<file path="src/rtl/multicycle_ctrl_unit.sv">
// Main FSM and ALU decoder for the multicycle RV32I datapath.
// Define MC_CTRL_BNE_EN so the branch state also executes bne (funct3=001).
module multicycle_ctrl_unit #(
  parameter bit HALT_ON_ILLEGAL = 1'b0
) (
  input  logic       clk,
  input  logic       rst,
  input  logic [6:0] op,
  input  logic [2:0] funct3,
  input  logic       funct7b5,
  input  logic       zero,
  output logic       pc_write,
  output logic       adr_src,
  output logic       mem_write,
  output logic       ir_write,
  output logic       reg_write,
  output logic [1:0] result_src,
  output logic [1:0] alu_src_a,
  output logic [1:0] alu_src_b,
  output logic [1:0] imm_src,
  output logic [2:0] alu_control,
  output logic       illegal_op,
  output logic [3:0] state
);

  localparam logic [6:0] OpLoad   = 7'b0000011;
  localparam logic [6:0] OpStore  = 7'b0100011;
  localparam logic [6:0] OpRType  = 7'b0110011;
  localparam logic [6:0] OpIType  = 7'b0010011;
  localparam logic [6:0] OpJal    = 7'b1101111;
  localparam logic [6:0] OpBranch = 7'b1100011;

  typedef enum logic [3:0] {
    StFetch    = 4'd0,
    StDecode   = 4'd1,
    StMemAdr   = 4'd2,
    StMemRead  = 4'd3,
    StMemWb    = 4'd4,
    StMemWrite = 4'd5,
    StExecR    = 4'd6,
    StAluWb    = 4'd7,
    StExecI    = 4'd8,
    StJal      = 4'd9,
    StBeq      = 4'd10,
    StHalt     = 4'd11
  } state_e;

  state_e state_q, state_d, out_st;

  logic branch_ok, op_legal;
  logic pc_update, branch, branch_take;
  logic mem_write_raw, ir_write_raw, reg_write_raw;
  logic [1:0] alu_op;

  // Opcode legality, including which branch flavours the BEQ state can execute.
  always_comb begin
    branch_ok = (funct3 == 3'b000);
`ifdef MC_CTRL_BNE_EN
    branch_ok = branch_ok | (funct3 == 3'b001);
`endif
    op_legal = (op == OpLoad) | (op == OpStore) | (op == OpRType) | (op == OpIType) |
               (op == OpJal) | ((op == OpBranch) & branch_ok);
  end

  always_ff @(posedge clk) begin
    if (rst) begin
      state_q <= StFetch;
    end else begin
      state_q <= state_d;
    end
  end

  always_comb begin
    state_d = StFetch;
    case (state_q)
      StFetch: state_d = StDecode;
      StDecode: begin
        if ((op == OpLoad) || (op == OpStore)) begin
          state_d = StMemAdr;
        end else if (op == OpRType) begin
          state_d = StExecR;
        end else if (op == OpIType) begin
          state_d = StExecI;
        end else if (op == OpJal) begin
          state_d = StJal;
        end else if ((op == OpBranch) && branch_ok) begin
          state_d = StBeq;
        end else begin
          state_d = HALT_ON_ILLEGAL ? StHalt : StFetch;
        end
      end
      StMemAdr:   state_d = op[5] ? StMemWrite : StMemRead;
      StMemRead:  state_d = StMemWb;
      StMemWb:    state_d = StFetch;
      StMemWrite: state_d = StFetch;
      StExecR:    state_d = StAluWb;
      StExecI:    state_d = StAluWb;
      StJal:      state_d = StAluWb;
      StAluWb:    state_d = StFetch;
      StBeq:      state_d = StFetch;
      StHalt:     state_d = StHalt;
      default:    state_d = StFetch;
    endcase
  end

  // During reset the datapath controls look like FETCH; enables are masked below.
  assign out_st = rst ? StFetch : state_q;

  always_comb begin
    pc_update     = 1'b0;
    branch        = 1'b0;
    adr_src       = 1'b0;
    mem_write_raw = 1'b0;
    ir_write_raw  = 1'b0;
    reg_write_raw = 1'b0;
    result_src    = 2'b00;
    alu_src_a     = 2'b00;
    alu_src_b     = 2'b00;
    alu_op        = 2'b00;
    case (out_st)
      StFetch: begin
        ir_write_raw = 1'b1;
        alu_src_b    = 2'b10;
        result_src   = 2'b10;
        pc_update    = 1'b1;
      end
      StDecode: begin
        alu_src_a = 2'b01;
        alu_src_b = 2'b01;
      end
      StMemAdr: begin
        alu_src_a = 2'b10;
        alu_src_b = 2'b01;
      end
      StMemRead: adr_src = 1'b1;
      StMemWb: begin
        result_src    = 2'b01;
        reg_write_raw = 1'b1;
      end
      StMemWrite: begin
        adr_src       = 1'b1;
        mem_write_raw = 1'b1;
      end
      StExecR: begin
        alu_src_a = 2'b10;
        alu_op    = 2'b10;
      end
      StExecI: begin
        alu_src_a = 2'b10;
        alu_src_b = 2'b01;
        alu_op    = 2'b10;
      end
      StAluWb: reg_write_raw = 1'b1;
      StJal: begin
        alu_src_a = 2'b01;
        alu_src_b = 2'b10;
        pc_update = 1'b1;
      end
      StBeq: begin
        alu_src_a = 2'b10;
        alu_op    = 2'b01;
        branch    = 1'b1;
      end
      default: ;
    endcase
  end

`ifdef MC_CTRL_BNE_EN
  // funct3[0] inverts the sense of Zero, turning beq into bne.
  assign branch_take = branch & (zero ^ funct3[0]);
`else
  assign branch_take = branch & zero;
`endif

  assign pc_write   = ~rst & (pc_update | branch_take);
  assign mem_write  = ~rst & mem_write_raw;
  assign ir_write   = ~rst & ir_write_raw;
  assign reg_write  = ~rst & reg_write_raw;
  assign illegal_op = ~rst & (state_q == StDecode) & ~op_legal;
  assign state      = state_q;

  always_comb begin
    alu_control = 3'b000;
    case (alu_op)
      2'b01: alu_control = 3'b001;
      2'b10: begin
        case (funct3)
          3'b000:  alu_control = (op[5] & funct7b5) ? 3'b001 : 3'b000;
          3'b010:  alu_control = 3'b101;
          3'b100:  alu_control = 3'b100;
          3'b110:  alu_control = 3'b011;
          3'b111:  alu_control = 3'b010;
          default: alu_control = 3'b000;
        endcase
      end
      default: alu_control = 3'b000;
    endcase
  end

  always_comb begin
    imm_src = 2'b00;
    case (op)
      OpStore:  imm_src = 2'b01;
      OpBranch: imm_src = 2'b10;
      OpJal:    imm_src = 2'b11;
      default:  imm_src = 2'b00;
    endcase
  end

endmodule

</file>
<file path="config.mk">
export PLATFORM = sky130hd
export DESIGN_NAME = multicycle_ctrl_unit
export DESIGN_NICKNAME = d
export VERILOG_FILES = /design/src/rtl/multicycle_ctrl_unit.sv
export SDC_FILE = /design/constraint.sdc
export NUM_CORES = 1
export LEC_CHECK = 0
export ABC_AREA = 1
export BUFFER_PORTS_ARGS = -buffer_cell sky130_fd_sc_hd__buf_4
export CORE_AREA = 3 3 40 42
export CTS_BUF_LIST = sky130_fd_sc_hd__clkbuf_4
export CTS_CLUSTER_DIAMETER = 80
export DETAILED_ROUTE_END_ITERATION = 10
export DIE_AREA = 0 0 43 45
export GPL_ROUTABILITY_DRIVEN = 0
export PLACE_DENSITY_LB_ADDON = 0.3
export SLEW_MARGIN = 5
export SYNTH_ARGS = -nofsm -noshare
export SYNTH_HDL_FRONTEND = slang
export SYNTH_SLANG_ARGS = --single-unit
</file>
<file path="constraint.sdc">
create_clock -name clk -period 2.6 [get_ports clk]
set_input_delay 0 -clock clk [delete_from_list [all_inputs] [get_ports clk]]
set_output_delay 0 -clock clk [all_outputs]
set_load 0.02 [all_outputs]
</file>
## After elaboration in Yosys (flattened, before gate mapping)

Cells that the tools add are included.

- Input bits: 14
- Memories kept: 0
- Latch bits: 0
- Logic and storage cells: 82
- RAM bits: 0
- Output and inout bits: 21
- ROM bits: 0
- Register bits: 4

- Bitwise gates (word level): 17
- Multiplexer cells: 22
- Magnitude comparators: 0
- Div/mod/pow operators: 0
- Equal/unequal tests: 29
- Add/sub/neg operators: 0
- Reduce and logical (&&, ||, !) cells: 13
- Multipliers: 0
- Shift operators: 0

Operator list:

| kind | number |
|---|---|
| $eq 4x4->1 const B | 6 |
| $mux 4 | 6 |
| $pmux 4 s6 | 1 |
| $eq 4x3->1 const B | 5 |
| $eq 4x2->1 const B | 4 |
| $pmux 2 s2 | 4 |
| $pmux 3 s5 | 1 |
| $eq 7x6->1 const B | 2 |
| $eq 7x7->1 const B | 2 |
| $reduce_or 2->1 | 5 |
| $and 1x1->1 | 9 |
| $eq 3x3->1 const B | 3 |
| $eq 4x1->1 const B | 2 |
| $logic_not 4->1 | 2 |
| $eq 7x2->1 const B | 1 |
| $eq 7x5->1 const B | 1 |
| $mux 1 | 7 |
| $or 1x1->1 | 6 |
| $pmux 2 s3 | 1 |
| $pmux 3 s2 | 1 |
| $reduce_or 3->1 | 2 |
| $reduce_or 4->1 | 1 |
| $eq 3x2->1 const B | 1 |
| $logic_not 3->1 | 1 |
| 6 further kinds | 7 |

## Longest topological paths before layout

Gate-level depths: netlist of the first run.

- Depth in word-level cells: 8
- Mapped depth: 10
- Depth with buffers taken out: 10

## Least setup slack after synthesis of the first run

No wires, ideal clock.

- Path kind: register -> output
- From: register state_q[1], in the netlist state[1]
- To: output port alu_control[1]
- Setup slack: 0.544 ns
- Data required time: 2.600 ns
- Data arrival time: 2.056 ns
- Cell stages (with the launch flop): 10
- Cells stage by stage: dfxtp_1 inv_2 nor2_2 nand3_1 nor2_1 inv_1 nand2_2 inv_1 ha_1 nor4_1

- Longest elaborated chain between the ends: 6
- Elaborated cells on any way between the ends: 9
- Those cells by class: eq/ne: 5; mux: 3; reduce/logical: 1

RTL lines:

| what | line | text |
|---|---|---|
| start: declaration | 48 | `state_e state_q, state_d, out_st;` |
| start signal: assignment | 67 | `state_q <= StFetch;` |
| start signal: assignment | 69 | `state_q <= state_d;` |
| $mux 4 (*) | 107 | `assign out_st = rst ? StFetch : state_q;` |
| $eq 4x4->1 or $eq 4x3->1 (tied branches) | 120 | `case (out_st)` |
| $reduce_or 2->1 (no source line) | - |  |
| $pmux 2 s2 (*) | 120 |  |
| $eq 2x2->1 or $eq 2x1->1 (tied branches) | 184 | `case (alu_op)` |
| $pmux 3 s2 (*) | 184 |  |
| end: declaration | 21 | `output logic [2:0] alu_control,` |

Mark *: on every way between the ends. The rest lies on a longest branch, timed or not.

## Worst setup path after layout of the first run

Ends and elaborated chain as after synthesis.

==> results.md, run 1 <==
* Mean Syn Cell Area at 5.33 um2
* Vias per cell at 4.95
* WL/cell at 10.5 um
* Starting Density at 47.3%
* Share of cells above drive strength 1 at 32.7%
* TritonRoute pass-1 iters at 4
* Hold-fix buffers, CTS at 0
* Max-cap violations at 0
* Seq cells post-synth at 4
* Clock Skew at 0.000836 ns
* Final Max Tran Viols at 0
* Final hold vios at 0
* Slew @ Worst Pin at 0.291 ns
* Post-Syn Instances at 114
* HPWL after DPL at between 1000 and 1500 um
* Placed Instance Area at 871 um2
* IO buf count at 34
* Area Overhead vs Synth at 46.9%
* Worst-Skew Late Latency at 0.23 ns
* Final core utilization at 69.5%
* Worst reg2reg path startpoint: state[0]
* Crit path max fanout at 7
* Final Critical Period at 1.97 ns
* Final Cycle Share at 75.6%
* Total number of vias at a little over 800
* Boundary Pins at 35
* Syn Nets at 130
* Max reg flops at 4
* Worst relative slew slack at about four fifths
* Clock buffer depth at 2
* Worst Reg-to-Reg Cells at 6
* Post_cts resized at 0
* Routed Antenna Nets at 0
* Clock sink count at 4
* Worst Path Required at 2.60 ns
* Width of the chip at 43 um
* Crit. Startpoint: state[1]
* Post-synthesis sequential area ratio at 13.2%
* Crit path largest cell delay at 0.36 ns
* Root Driver: clkbuf_4
* Footprint of the multi-input gates at roughly 420 um2
* WS Path Type: reg2out
* Setup Total Neg Slack at 0 ns
* Status: complete, no violations
* GRT Total Usage at 18.8%
* Initial DRC count at 12
* Die Height at around 45 um
* DRC errors left at 0
* Drt total wl at 1730 um
* DIE AREA at 0.00194 mm2
* Pwr Density at between 200 and 300 mW/mm2
* First-pass GRT wire length at 2840 um
* Core Area at 0.00128 mm2
* Worst Path Arrival at about 2 ns
* Clk pin slew, worst setup/hold paths at 0.03 ns
* Final setup viols at 0
* Fmax achieved at 0.509 GHz
* Vias in the first global route at ~700
* CP endpoint kind: output pin
* Critical-path cell list: inv_2 > nor2_2 > nand3_1 > nor2_1 > inv_1 > nand2_2 > inv_1 > ha_1 > nor4_1 > buf_4
* Area contributors post-synth: inv_1 14%, nor2_1 14%, dfxtp_1 13%, nand2_1 12%, nand3_1 9.9%
* Startpoint types: register
* N_diodes at 0
* Storage cell area at 80.1 um2
* Final instance area at approximately 890 um2
* Area share of the largest cell type after synthesis at 14.2%
* End of the critical path: alu_control[1]
* Largest net degree at the start of global routing at 12
* Yosys warns at 0
* Nets at 168
* Cell Rows at 13
* Reg-to-reg endpoint: state[0]
* Leak at 0.000478 uW
* Synth area leader: inv_1
* Antenna violations before repair at 0
* Fillers at 114
* Worst path most repeated cell: inv_1
* H-tree depth at 1
* Setup Fix Bufs, Post-CTS at 0
* R2R setup slack at 1.40 ns
* RSZ-0062 raised after global routing: false
* Worst min-delay path category: in2reg
* TritonCTS clock tree: built
* Post-synth cell types at 23
* VDD IR max at 0.209 mV
* Critical path's slowest cell: dfxtp_1
* Post-Syn Area at 608 um2
* Global route overflow at 0
* Num CTS Buffers at 3
power breakdown:
part | switching [uW] | internal [uW]
combinational | 47.5 | 35.9
clock | 22.4 | 51.4
sequential | 3.47 | 63.4
total | 73.4 | 151
area by class of cell:
type	count	share of cell area [%]
Sequential cell	4	8.96
Clock buffer	3	2.52
Timing Repair Buffer	34	28.6
Tap cell	15	2.10
Multi-Input combinational cell	83	46.9
Inverter	26	10.9
synth_stat cells (all sizes together):
library cell / instances
ha: 2
and2: 1
dfxtp: 4
buf: 1
inv: 26
o21ai: 5
nor3: 3
nor2: 27
nor4: 1
a211oi: 1
a31oi: 1
o211ai: 1
a21oi: 4
nand4: 2
o31ai: 1
nand3: 12
nand2: 22
logic make-up (layout without fill, tap and decap cells):
logic type               Yosys count  after routing  synth area share, %
flip-flops                         4              4                 13.2
AO/OA/AOI/OAI                     13             13                 12.8
AND/OR/NAND/NOR                   68             68                 52.1
buffers and inverters             27             63                 17.9
adder cells (fa/ha/maj)            2              2                 4.11
layer usage:
metal	vias up	track usage, %	wire [um]
li1	432	-	-
met1	356	23.3	727
met2	27	33.8	904
met3	2	3.98	88
met4	0	3.61	4
met5	-	0	0
worst max-delay path: cells and delay by family (launching register included):
family / cells / cell delay, ns
adder cells (fa/ha/maj): 1 / 0.28
buffers and inverters: 4 / 0.40
flip-flops: 1 / 0.36
AND/OR/NAND/NOR: 5 / 0.69
per-stage QoR:
step                      hold slack (ns)  setup WS [ns]  cells  total power (uW)
after floorplan                     0.135          0.544    114               113
after global placement              0.261          0.948    162               149
after detailed placement            0.261          0.866    162               151
after CTS                          0.0186          0.622    165               227
after global routing               0.0493          0.439    165               240
final                              0.0246          0.633    165               224
placed cells by master, fill, tap and decap left out, types with 2 or more instances in the layout:
cell type	netlist	final
buf_4	0	34
nor2_2	3	3
clkbuf_4	0	3
inv_1	23	23
nand2_2	2	2
nand2_1	20	20
nand3_1	12	12
a21oi_1	4	4
nand4_1	2	2
ha_1	2	2
nor2_1	22	22
dfxtp_1	4	4
nor3_1	2	2
nor2_4	2	2
inv_2	3	3
o21ai_0	4	4
how the worst min path moves through the flow:
stage	startpoint	end	cells past startpoint
global route	rst	state[3]	2
finish	rst	state[2]	2
detailed placement	rst	state[2]	2
floorplan	funct3[2]	alu_control[2]	1
CTS	rst	state[2]	2
global placement	rst	state[3]	2
No activity file was read; power rests on OpenSTA's default activity.
==> inputs of run 2 (changes only) <==
--- a/config.mk
+++ b/config.mk
@@ -7,11 +7,11 @@
 export LEC_CHECK = 0
 export ABC_AREA = 1
 export BUFFER_PORTS_ARGS = -buffer_cell sky130_fd_sc_hd__buf_4
-export CORE_AREA = 3 3 40 42
+export CORE_MARGIN = 3
+export CORE_UTILIZATION = 44
 export CTS_BUF_LIST = sky130_fd_sc_hd__clkbuf_4
 export CTS_CLUSTER_DIAMETER = 80
 export DETAILED_ROUTE_END_ITERATION = 10
-export DIE_AREA = 0 0 43 45
 export GPL_ROUTABILITY_DRIVEN = 0
 export PLACE_DENSITY_LB_ADDON = 0.3
 export SLEW_MARGIN = 5
==> constraint.sdc (replaced) <==
create_clock -name clk -period 2.06 [get_ports clk]
set_input_delay 0 -clock clk [delete_from_list [all_inputs] [get_ports clk]]
set_output_delay 0 -clock clk [all_outputs]
set_load 0.02 [all_outputs]
==> run 2 against run 1 <==
  * Final cell count fell by 0.61%
  * Flip-flop and latch count did not move
  * Clock skew grew 0.0052 ns
  * Largest cell class unchanged
  * Highest routed layer unchanged
==> results.md, run 2 (synthesis results as in run 1) <==
* Status: complete, no violations
* Final hold vios at 0 (unchanged)
* Fillers at 104 (-8.8%)
* Startpoint types: register
* Final Cycle Share at 92.5%
* H-tree depth at 1 (unchanged)
* Largest net degree at the start of global routing at 12 (unchanged)
* CP endpoint kind: output pin
* Total Power at 289 uW (+29%)
* Worst-Skew Late Latency at 0.23 ns (about the same)
* Antenna violations before repair at 0 (unchanged)
* Setup WS pre-CTS at 0.263 ns (-0.603 ns)
* Grt met2 use at 36.9% (+3.0 points)
* RSZ-0062 raised after global routing: false
* Worst path most repeated cell: inv_1
* N_diodes at 0 (unchanged)
* Commonest non-fill, non-tap cell in the layout: buf_4
* TritonRoute pass-1 iters at 4 (unchanged)
* Root Driver: clkbuf_4
* DIE AREA at 0.00186 mm2 (-3.7%)
* Critical path's slowest cell: dfxtp_2
* Worst Path Arrival at 1.90 ns (-0.07 ns)
* Worst relative slew slack at 80.8% (+0.27 points)
* Most frequent cells in the layout: 34 x buf_4, 23 x inv_1, 22 x nor2_1
* Worst min-delay path category: in2reg
* Core Area at 0.00120 mm2 (-6.5%)
* Vias in the first global route at 767 (+12%)
* Share of cells above drive strength 1 at 35.3% (+2.7 points)
* First-pass GRT wire length at 3110 um (+9.5%)
* Slew @ Worst Pin at 0.287 ns (-0.00409 ns)
* Fmax achieved at roughly 0.53 GHz
* Routed Antenna Nets at 0 (unchanged)
* Final setup viols at 0 (unchanged)
* Hold-fix buffers, CTS at 0 (unchanged)
* DRC errors left at 0 (unchanged)
* Vias per cell at 5.18 (+4.7%)
* Crit path max fanout at 7 (unchanged)
* Max-cap violations at 0 (unchanged)
* GRT Total Usage at 21.6% (+2.8 points)
* Clock sink count at 4 (unchanged)
* Global Route met3 Usage at 5.08% (+1.1 points)
* Buffers and inverters on the worst path at 4 (unchanged)
* Drt total wl at 1960 um (+13%)
* Most Crowded Layer GR: met2
* IO buf count at 34 (unchanged)
* Footprint of the multi-input gates at 435 um2 (+3.9%)
* Pwr Density at 317 mW/mm2 (+26%)
* Initial DRC count at 12 (unchanged)
* Final Critical Period at between 1.5 and 2 ns
* Die Height at 43.2 um (-4.1%)
* Final Max Tran Viols at 0 (unchanged)
* Grt met1 use at 25.9% (+2.6 points)
* Clock Skew at 0.00608 ns (+0.00525 ns)
* Leak at 0.000479 uW (+0.24%)
* Setup slack after layout at 0.155 ns (-0.478 ns)
* HPWL after DPL at 1580 um (+7.7%)
* Crit-path leading delay family: simple AND/OR/NAND/NOR gates
* Global route overflow at 0 (unchanged)
* Boundary Pins at 35 (unchanged)
* Worst Path Required at 2.06 ns (-0.54 ns)
* Max reg flops at 4 (unchanged)
* Area Overhead vs Synth at 49.8%
* Cell Rows at 12 (-1)
* VDD IR max at 0.419 mV (+100%)
* WL/cell at 11.9 um (+14%)
* Width of the chip at 43.2 um (+0.41%)
* Total number of vias at 850 (+4.0%)
* Num CTS Buffers at 3 (unchanged)
* Nets at 168 (unchanged)
* WS Path Type: reg2out
* Clk pin slew, worst setup/hold paths at 0.04 ns (about the same)
* Setup Total Neg Slack at 0 ns (unchanged)
* Crit path largest cell delay at 0.36 ns (about the same)
* Clock buffer depth at 2 (unchanged)
* Starting Density at 50.6% (+3.3 points)
* TritonCTS clock tree: built
* Critical-path cell list: inv_2 > nor2_4 > nand3_2 > nor2_1 > inv_1 > nand2_2 > ha_1 > inv_1 > nor4_2 > buf_4
* Storage cell area at 82.6 um2 (+3.1%)
run 2: cell counts in the layout (fill, tap and decap cells not counted):
No cell type changed its count.
run 2: cell type report:
type / count / area share [%]
multi-input cells: 83 / 47.8
repair buffers: 34 / 28.0
flip-flops and latches: 4 / 9.07
clock buffers: 3 / 2.47
well taps: 14 / 1.92
inverters: 26 / 10.7
run 2: report_power, final:
group          switching, uW  internal [uW]
clock                   31.0           65.1
sequential              5.33           80.4
combinational           61.1           45.7
total                   97.4            191
run 2: worst paths after layout:
check / startpoint / end / slack, ns / cells past startpoint
worst min-delay path: rst / state[0] / 0.02 / 2
worst max register to register: state[2] / state[0] / 0.84 / 7
worst min register to register: state[1] / state[3] / 0.61 / 2
worst max-delay path: state[1] / alu_control[1] / 0.16 / 10
run 2: metal layers:
layer / wire length (um) / up-vias
li1: - / 433
met4: 40 / 0
met5: 0 / -
met3: 108 / 4
met2: 1030 / 31
met1: 772 / 382
run 2: what timing repair did:
action,4_1_cts,5_1_grt
setup endpoints to repair,0,1
setup buffers,0,0
gates resized for setup,0,6
run 2: metrics by stage:
stage / util [%] / instance area, um2 / cells / hold slack, ns
final: 75.8 / 911 / 164 / 0.0217
after global routing: 75.8 / 911 / 164 / 0.0252
after CTS: 74.3 / 892 / 164 / 0.0165
after detailed placement: 72.4 / 870 / 161 / 0.263
after global placement: 72.4 / 870 / 161 / 0.264
after floorplan: - / 608 / 114 / 0.135
